## src/rtl/m68k_irq_ctrl_if.sv

```systemverilog
// CPU bus and register-file bus between the 68000 side and the interrupt controller.
interface m68k_irq_ctrl_if;
  logic [2:0]  cpu_fc;
  logic        cpu_as_n;
  logic [2:0]  cpu_addr;
  logic [2:0]  ipl_n;
  logic        vpa_n;
  logic        reg_cs;
  logic        reg_we;
  logic [1:0]  reg_addr;
  logic [15:0] reg_din;
  logic [15:0] reg_dout;

  modport master (
    output cpu_fc, cpu_as_n, cpu_addr, reg_cs, reg_we, reg_addr, reg_din,
    input  ipl_n, vpa_n, reg_dout
  );

  modport slave (
    input  cpu_fc, cpu_as_n, cpu_addr, reg_cs, reg_we, reg_addr, reg_din,
    output ipl_n, vpa_n, reg_dout
  );
endinterface

```

## src/rtl/m68k_irq_ctrl.sv

```systemverilog
// 68000 interrupt controller: per-source level and edge/level mode, autovector IACK clear,
// mask/pending/force register file and freeze-aware source sampling.
module m68k_irq_ctrl #(
  parameter int unsigned          NUM_SRC   = 4,
  parameter logic [NUM_SRC*3-1:0] SRC_LEVEL = {3'd7, 3'd6, 3'd5, 3'd4},
  parameter logic [NUM_SRC-1:0]   EDGE_MODE = 4'b1111,
  parameter logic [NUM_SRC-1:0]   EDGE_RISE = 4'b0111,
  parameter logic [NUM_SRC-1:0]   RESET_EN  = 4'b1111
) (
  input  logic               clk,
  input  logic               reset,
  input  logic               freeze,
  input  logic [NUM_SRC-1:0] src,
  m68k_irq_ctrl_if.slave     bus,
  output logic [NUM_SRC-1:0] pending
);

  logic [NUM_SRC-1:0] pend_q, pend_d;
  logic [NUM_SRC-1:0] en_q;
  logic [NUM_SRC-1:0] src_prev_q;
  logic               iack_prev_q;
  logic [2:0]         ipl_q, ipl_d;
  logic [15:0]        dout_q, rd_data;

  logic               iack, iack_start;
  logic [NUM_SRC-1:0] eff_pend, edge_set, iack_clr, w1c_bits, force_bits;
  logic               reg_wr;

  assign iack       = (bus.cpu_fc == 3'b111) && !bus.cpu_as_n;
  assign iack_start = iack && !iack_prev_q;
  assign bus.vpa_n  = ~iack;
  assign bus.ipl_n  = ipl_q;
  assign bus.reg_dout = dout_q;
  assign pending    = pend_q;

  // Level sources bypass the latch and are seen live.
  assign eff_pend = (pend_q & EDGE_MODE) | (src & ~EDGE_MODE);

  assign reg_wr     = bus.reg_cs && bus.reg_we;
  assign w1c_bits   = (reg_wr && bus.reg_addr == 2'd1) ? bus.reg_din[NUM_SRC-1:0] : '0;
  assign force_bits = (reg_wr && bus.reg_addr == 2'd3) ? bus.reg_din[NUM_SRC-1:0] : '0;

  // Source edges; suppressed while frozen, src_prev holds so a spanning edge shows up later.
  always_comb begin
    edge_set = '0;
    if (!freeze) begin
      edge_set = ((src & ~src_prev_q & EDGE_RISE) | (~src & src_prev_q & ~EDGE_RISE))
                 & EDGE_MODE;
    end
  end

  // Pick the lowest-index latched edge source at the acknowledged level.
  always_comb begin
    logic found;
    iack_clr = '0;
    found    = 1'b0;
    for (int i = 0; i < NUM_SRC; i++) begin
      if (!found && EDGE_MODE[i] && pend_q[i] && (SRC_LEVEL[3*i +: 3] == bus.cpu_addr)) begin
        iack_clr[i] = 1'b1;
        found       = 1'b1;
      end
    end
    if (!iack_start) iack_clr = '0;
  end

  // Sets are applied after clears so a same-cycle new edge is never lost.
  always_comb begin
    pend_d = ((pend_q & ~(iack_clr | w1c_bits)) | edge_set | force_bits) & EDGE_MODE;
  end

  // Highest level among enabled, effectively pending sources.
  always_comb begin
    logic [2:0] max_lvl;
    max_lvl = 3'd0;
    for (int i = 0; i < NUM_SRC; i++) begin
      if (eff_pend[i] && en_q[i] && (SRC_LEVEL[3*i +: 3] > max_lvl)) begin
        max_lvl = SRC_LEVEL[3*i +: 3];
      end
    end
    ipl_d = ~max_lvl;
  end

  // Register-file read mux, upper bits zero.
  always_comb begin
    rd_data = '0;
    case (bus.reg_addr)
      2'd0:    rd_data[NUM_SRC-1:0] = en_q;
      2'd1:    rd_data[NUM_SRC-1:0] = eff_pend;
      2'd2:    rd_data[NUM_SRC-1:0] = src;
      default: rd_data[NUM_SRC-1:0] = pend_q;
    endcase
  end

  // State update; reset samples src and IACK so neither produces a spurious event on release.
  always_ff @(posedge clk) begin
    if (reset) begin
      pend_q      <= '0;
      en_q        <= RESET_EN;
      src_prev_q  <= src;
      iack_prev_q <= iack;
      ipl_q       <= 3'b111;
      dout_q      <= '0;
    end else begin
      pend_q      <= pend_d;
      iack_prev_q <= iack;
      ipl_q       <= ipl_d;
      if (!freeze) src_prev_q <= src;
      if (reg_wr && bus.reg_addr == 2'd0) en_q <= bus.reg_din[NUM_SRC-1:0];
      if (bus.reg_cs && !bus.reg_we) dout_q <= rd_data;
    end
  end

endmodule

```

## src/flat_wrapper.sv

```systemverilog
// flat-port wrapper written by rule: the top's interface ports become plain ports
module m68k_irq_ctrl_flat 
#(
  parameter int unsigned          NUM_SRC   = 4,
  parameter logic [NUM_SRC*3-1:0] SRC_LEVEL = {3'd7, 3'd6, 3'd5, 3'd4},
  parameter logic [NUM_SRC-1:0]   EDGE_MODE = 4'b1111,
  parameter logic [NUM_SRC-1:0]   EDGE_RISE = 4'b0111,
  parameter logic [NUM_SRC-1:0]   RESET_EN  = 4'b1111
)
  (clk, reset, freeze, src, pending, bus_cpu_fc, bus_cpu_as_n, bus_cpu_addr, bus_reg_cs, bus_reg_we, bus_reg_addr, bus_reg_din, bus_ipl_n, bus_vpa_n, bus_reg_dout);
  m68k_irq_ctrl_if bus_i ();
  input  logic clk;
  input  logic reset;
  input  logic freeze;
  input  logic [NUM_SRC-1:0] src;
  output logic [NUM_SRC-1:0] pending;
  input wire logic [$bits(bus_i.cpu_fc)-1:0] bus_cpu_fc;
  input wire logic [$bits(bus_i.cpu_as_n)-1:0] bus_cpu_as_n;
  input wire logic [$bits(bus_i.cpu_addr)-1:0] bus_cpu_addr;
  input wire logic [$bits(bus_i.reg_cs)-1:0] bus_reg_cs;
  input wire logic [$bits(bus_i.reg_we)-1:0] bus_reg_we;
  input wire logic [$bits(bus_i.reg_addr)-1:0] bus_reg_addr;
  input wire logic [$bits(bus_i.reg_din)-1:0] bus_reg_din;
  output wire logic [$bits(bus_i.ipl_n)-1:0] bus_ipl_n;
  output wire logic [$bits(bus_i.vpa_n)-1:0] bus_vpa_n;
  output wire logic [$bits(bus_i.reg_dout)-1:0] bus_reg_dout;
  assign bus_i.cpu_fc = bus_cpu_fc;
  assign bus_i.cpu_as_n = bus_cpu_as_n;
  assign bus_i.cpu_addr = bus_cpu_addr;
  assign bus_i.reg_cs = bus_reg_cs;
  assign bus_i.reg_we = bus_reg_we;
  assign bus_i.reg_addr = bus_reg_addr;
  assign bus_i.reg_din = bus_reg_din;
  assign bus_ipl_n = bus_i.ipl_n;
  assign bus_vpa_n = bus_i.vpa_n;
  assign bus_reg_dout = bus_i.reg_dout;
  m68k_irq_ctrl #(.NUM_SRC(NUM_SRC), .SRC_LEVEL(SRC_LEVEL), .EDGE_MODE(EDGE_MODE), .EDGE_RISE(EDGE_RISE), .RESET_EN(RESET_EN)) u_core (.clk(clk), .reset(reset), .freeze(freeze), .src(src), .bus(bus_i), .pending(pending));
endmodule
```

## config.mk

```make
export PLATFORM = sky130hd
export DESIGN_NAME = m68k_irq_ctrl_flat
export DESIGN_NICKNAME = d
export VERILOG_FILES = /design/src/rtl/m68k_irq_ctrl_if.sv /design/src/rtl/m68k_irq_ctrl.sv /design/src/flat_wrapper.sv
export SDC_FILE = /design/constraint.sdc
export NUM_CORES = 1
export LEC_CHECK = 0
export BUFFER_PORTS_ARGS = -buffer_cell sky130_fd_sc_hd__clkbuf_2
export CORE_ASPECT_RATIO = 1.2
export CORE_MARGIN = 2
export CORE_UTILIZATION = 46
export DETAILED_ROUTE_END_ITERATION = 16
export GPL_TIMING_DRIVEN = 0
export PLACE_DENSITY_LB_ADDON = 0.08
export SYNTH_ARGS = -nofsm -noshare
export SYNTH_HDL_FRONTEND = slang
export SYNTH_SLANG_ARGS = --single-unit
```

## constraint.sdc

```tcl
create_clock -name clk -period 2.8 [get_ports clk]
set_input_delay 0.28 -clock clk [delete_from_list [all_inputs] [get_ports clk]]
set_output_delay 0.28 -clock clk [all_outputs]
set_load 0.005 [all_outputs]
```

==> summary.md <==
| Metric | Value |
|---|---|
| Reg2reg path depth | 3 |
| Port Buf Inserts | 32 |
| CP arrival | ~950 ps |
| Largest delay share family, worst path | buffers and inverters |
| Total power | 0.575 mW |
| Vias in the first global route | around 810 |
| CTS root buffer | clkbuf_4 |
| Multi-input gate area | slightly below 500 um2 |
| Clock power share | 0.247 |
| Design Area, Final | between 1000 and 1500 um2 |
| Vias per cell | 4.84 |
| Mean Syn Cell Area | roughly 9.6 um2 |
| Cell Int Power | around 0.43 mW |
| Nets | around 190 |
| FF/Latch Area | between 400 and 500 um2 |
| Final Setup Violations | 0 |
| Leak | roughly 0.6 nW |
| Crit end category | output pin |
| CP Max Fanout | 6 |
| IO Count | between 50 and 60 |
| Initial Util | 0.493 |
| Final Max Slew Viols | 0 |
| Share of flip-flops with an asynchronous set or reset | 0 |
| Proportion of synthesized chip area in sequential cells | 0.427 |
| CP Cell Sequence | clkbuf_2, and4b_1, clkbuf_1, inv_1, clkbuf_2 |
| Primary FF master, synth | dfxtp_1 |
| Placer congestion estimate | roughly 0.82 |
| Tcrit/Tclk final | 0.439 |
| Chip height | ~56 um |
| Critical Path RT | 2520 ps |
| Post-synthesis adder-cell area fraction | 0 |
| Maximum vdd drop | approximately 0.35 mV |
| Buffers and inverters on the worst path | 4 |
| Die ar. | between 2000 and 3000 um2 |
| Critical path's largest stage delay | between 200 and 250 ps |
| Post_cts resized | 0 |
| Largest family of logic cells by synthesized area | compound AO/OA/AOI/OAI gates |
| DRT Pass-1 Iters | 4 |
| Via count | 891 |
| Mapped cell area | 1030 um2 |
| RSZ-0062 raised after global routing | false |
| EDFF count, synth | 4 |
| Most used cell, CP | clkbuf_2 |
| End-of-flow core utilization | 0.619 |
| Critical Path Stages | 5 |
| Hold_buf cts | 0 |
| Clock Path Buffers | 2 |
| Hold Path Stages | 1 |
| Mux contribution to synthesized area | 0.0436 |
| Clk_skew | 1.43 ps |
| Fin crit period | 1230 ps |
| Initial antenna violation count | 0 |
| Grt ovf | 0 |
| Core Rows | 18 |
| DRC | 0 |
| ANT nets after route | 0 |
| FF+latch count, synth | 20 |
| Worst-path clk slew | 110 ps |
| Hold Violations, Final | 0 |
| Ys Warns | 0 |
| CTS tree | yes |
| Post-synthesis simple-gate area fraction | 0.167 |
| Most area-consuming cells after synthesis | dfxtp_1 31%, edfxtp_1 12%, buf_4 8.7% |
| Layout cells sized above 1 | 0.383 |
| Sink Count | 20 |
| Net switching power | about 0.15 mW |
| Combinational Power Share | 0.189 |
| Post-synthesis compound-gate area fraction | 0.223 |
| Die Wd | ~47 um |
| Pwr Density | between 400 and 500 nW/um2 |
| Maxcap violations | 0 |
| Post-CTS repair timing setup buffer count | 0 |
| Synth unique cells | 28 |
| Post-DP HPWL | 1740 um |
| CP max-delay cell | and4b_1 |
| Drt initial violations | 11 |
| Min-Delay Path Class | input pin to register |
| Post-DR wirelength/cell | between 10 and 15 um |
| First-pass GRT wire length | roughly 3400 um |
| Largest net degree at the start of global routing | 12 |
| CP Launch Type | input pin |
| H-tree levels | 1 |
| Fill cells | 206 |
| Worst-skew pair later-pin latency | around 300 ps |
| Post-synth top area cell | dfxtp_1 |
| Antenna cells | 0 |
| Total GRT Usage | 0.174 |
| Flop pwr share | 0.564 |
| Num CTS Buffers | 3 |
| Sw Ratio | 0.256 |
| Post-synthesis xor/xnor area fraction | 0 |
| Core area | between 2000 and 2500 um2 |
| Placement Cell Area | about 1300 um2 |
| Critical path class | input pin to output pin |
| Outcome | finished, final reports clean |
| TNS Setup | 0 ps |
| Min Hold Slack | about 180 ps |
| Fmax | a little over 0.8 GHz |
| Synthesized instance count | between 100 and 150 |
| Post-Route WL | 2100 um |
| Yosys top cell area share | 0.310 |
| Synthesis-to-layout area growth | 25.7% |
-- power by group through the flow --
| stage | logic [mW] | clock network (mW) | registers, mW |
|---|---|---|---|
| floorplan | 0.0653 | 0 | 0.330 |
| global placement | 0.107 | 0 | 0.330 |
| detailed placement | 0.109 | 0 | 0.331 |
| CTS | 0.109 | 0.142 | 0.324 |
| global route | 0.122 | 0.155 | 0.327 |
| finish | 0.109 | 0.142 | 0.324 |
-- synthesized netlist by cell type, types with 5 or more instances --
| library cell | instances |
|---|---|
| buf_4 | 12 |
| dfxtp_1 | 16 |
| a22oi_1 | 5 |
| inv_1 | 7 |
| nand2_1 | 6 |
| nand2b_1 | 6 |
-- final cells by class --
class	instances	area share
clock buffer	4	0.0203
inverter	7	0.0203
sequential	20	0.339
multi-input combinational	75	0.380
buffer	16	0.0878
timing repair buffer	32	0.123
tap	30	0.0289
-- stage by stage --
step	setup slack [ps]	instances
2_1_floorplan	1730	118
3_3_place_gp	1520	180
3_5_place_dp	1500	180
6_report	1570	184
5_1_grt	1500	184
4_1_cts	1560	184
-- flip-flops by register name, summed over array words and instances (netlist names) --
register / cells
u_core.iack_prev_q: 1
u_core.src_prev_q: 4
u_core.pending: 4
u_core.en_q: 4
u_core.bus.ipl_n: 3
u_core.bus.reg_dout: 4
-- routing by layer --
| metal | track usage | vias up | share of wire |
|---|---|---|---|
| met3 | 0.0422 | 5 | 0.055 |
| met5 | 0 | - | 0 |
| li1 | - | 455 | - |
| met1 | 0.222 | 402 | 0.45 |
| met4 | 0.0516 | 0 | 0.014 |
| met2 | 0.282 | 29 | 0.48 |
-- logic make-up after synthesis --
group                  after synthesis
AOI/OAI and AO/OA                   32
other                                1
DFF                                 20
muxes                                4
and+or+nand+nor                     27
buffers and inverters               23
-- worst reg2reg max path: stages, from the launching register on --
cell,delay (ps)
dfxtp_1,340
mux2_2,270
o211ai_1,170
a21oi_1,80
-- placed cells by master, fill, tap and decap left out, drive strengths merged, types with 5 or more instances in the layout --
master  instances
dfxtp          16
clkbuf         38
buf            14
a22oi           5
inv             7
conb           12
nand2b          6
nand2           6
nor2b           6
-- path summary, 6_finish.rpt --
path                                                          start                                   to  slack [ps]
worst max-delay path                                   bus_cpu_as_n                            bus_vpa_n        1570
worst min-delay path                                         src[2]       u_core.src_prev_q[2]$_DFFE_PP_         180
worst max register to register          u_core.en_q[2]$_SDFFE_PP1P_  u_core.bus.reg_dout[2]$_SDFFE_PP0P_        1820
worst min register to register  u_core.bus.reg_dout[0]$_SDFFE_PP0P_  u_core.bus.reg_dout[0]$_SDFFE_PP0P_         460
Note: power is estimated with default switching activity, not from simulation.
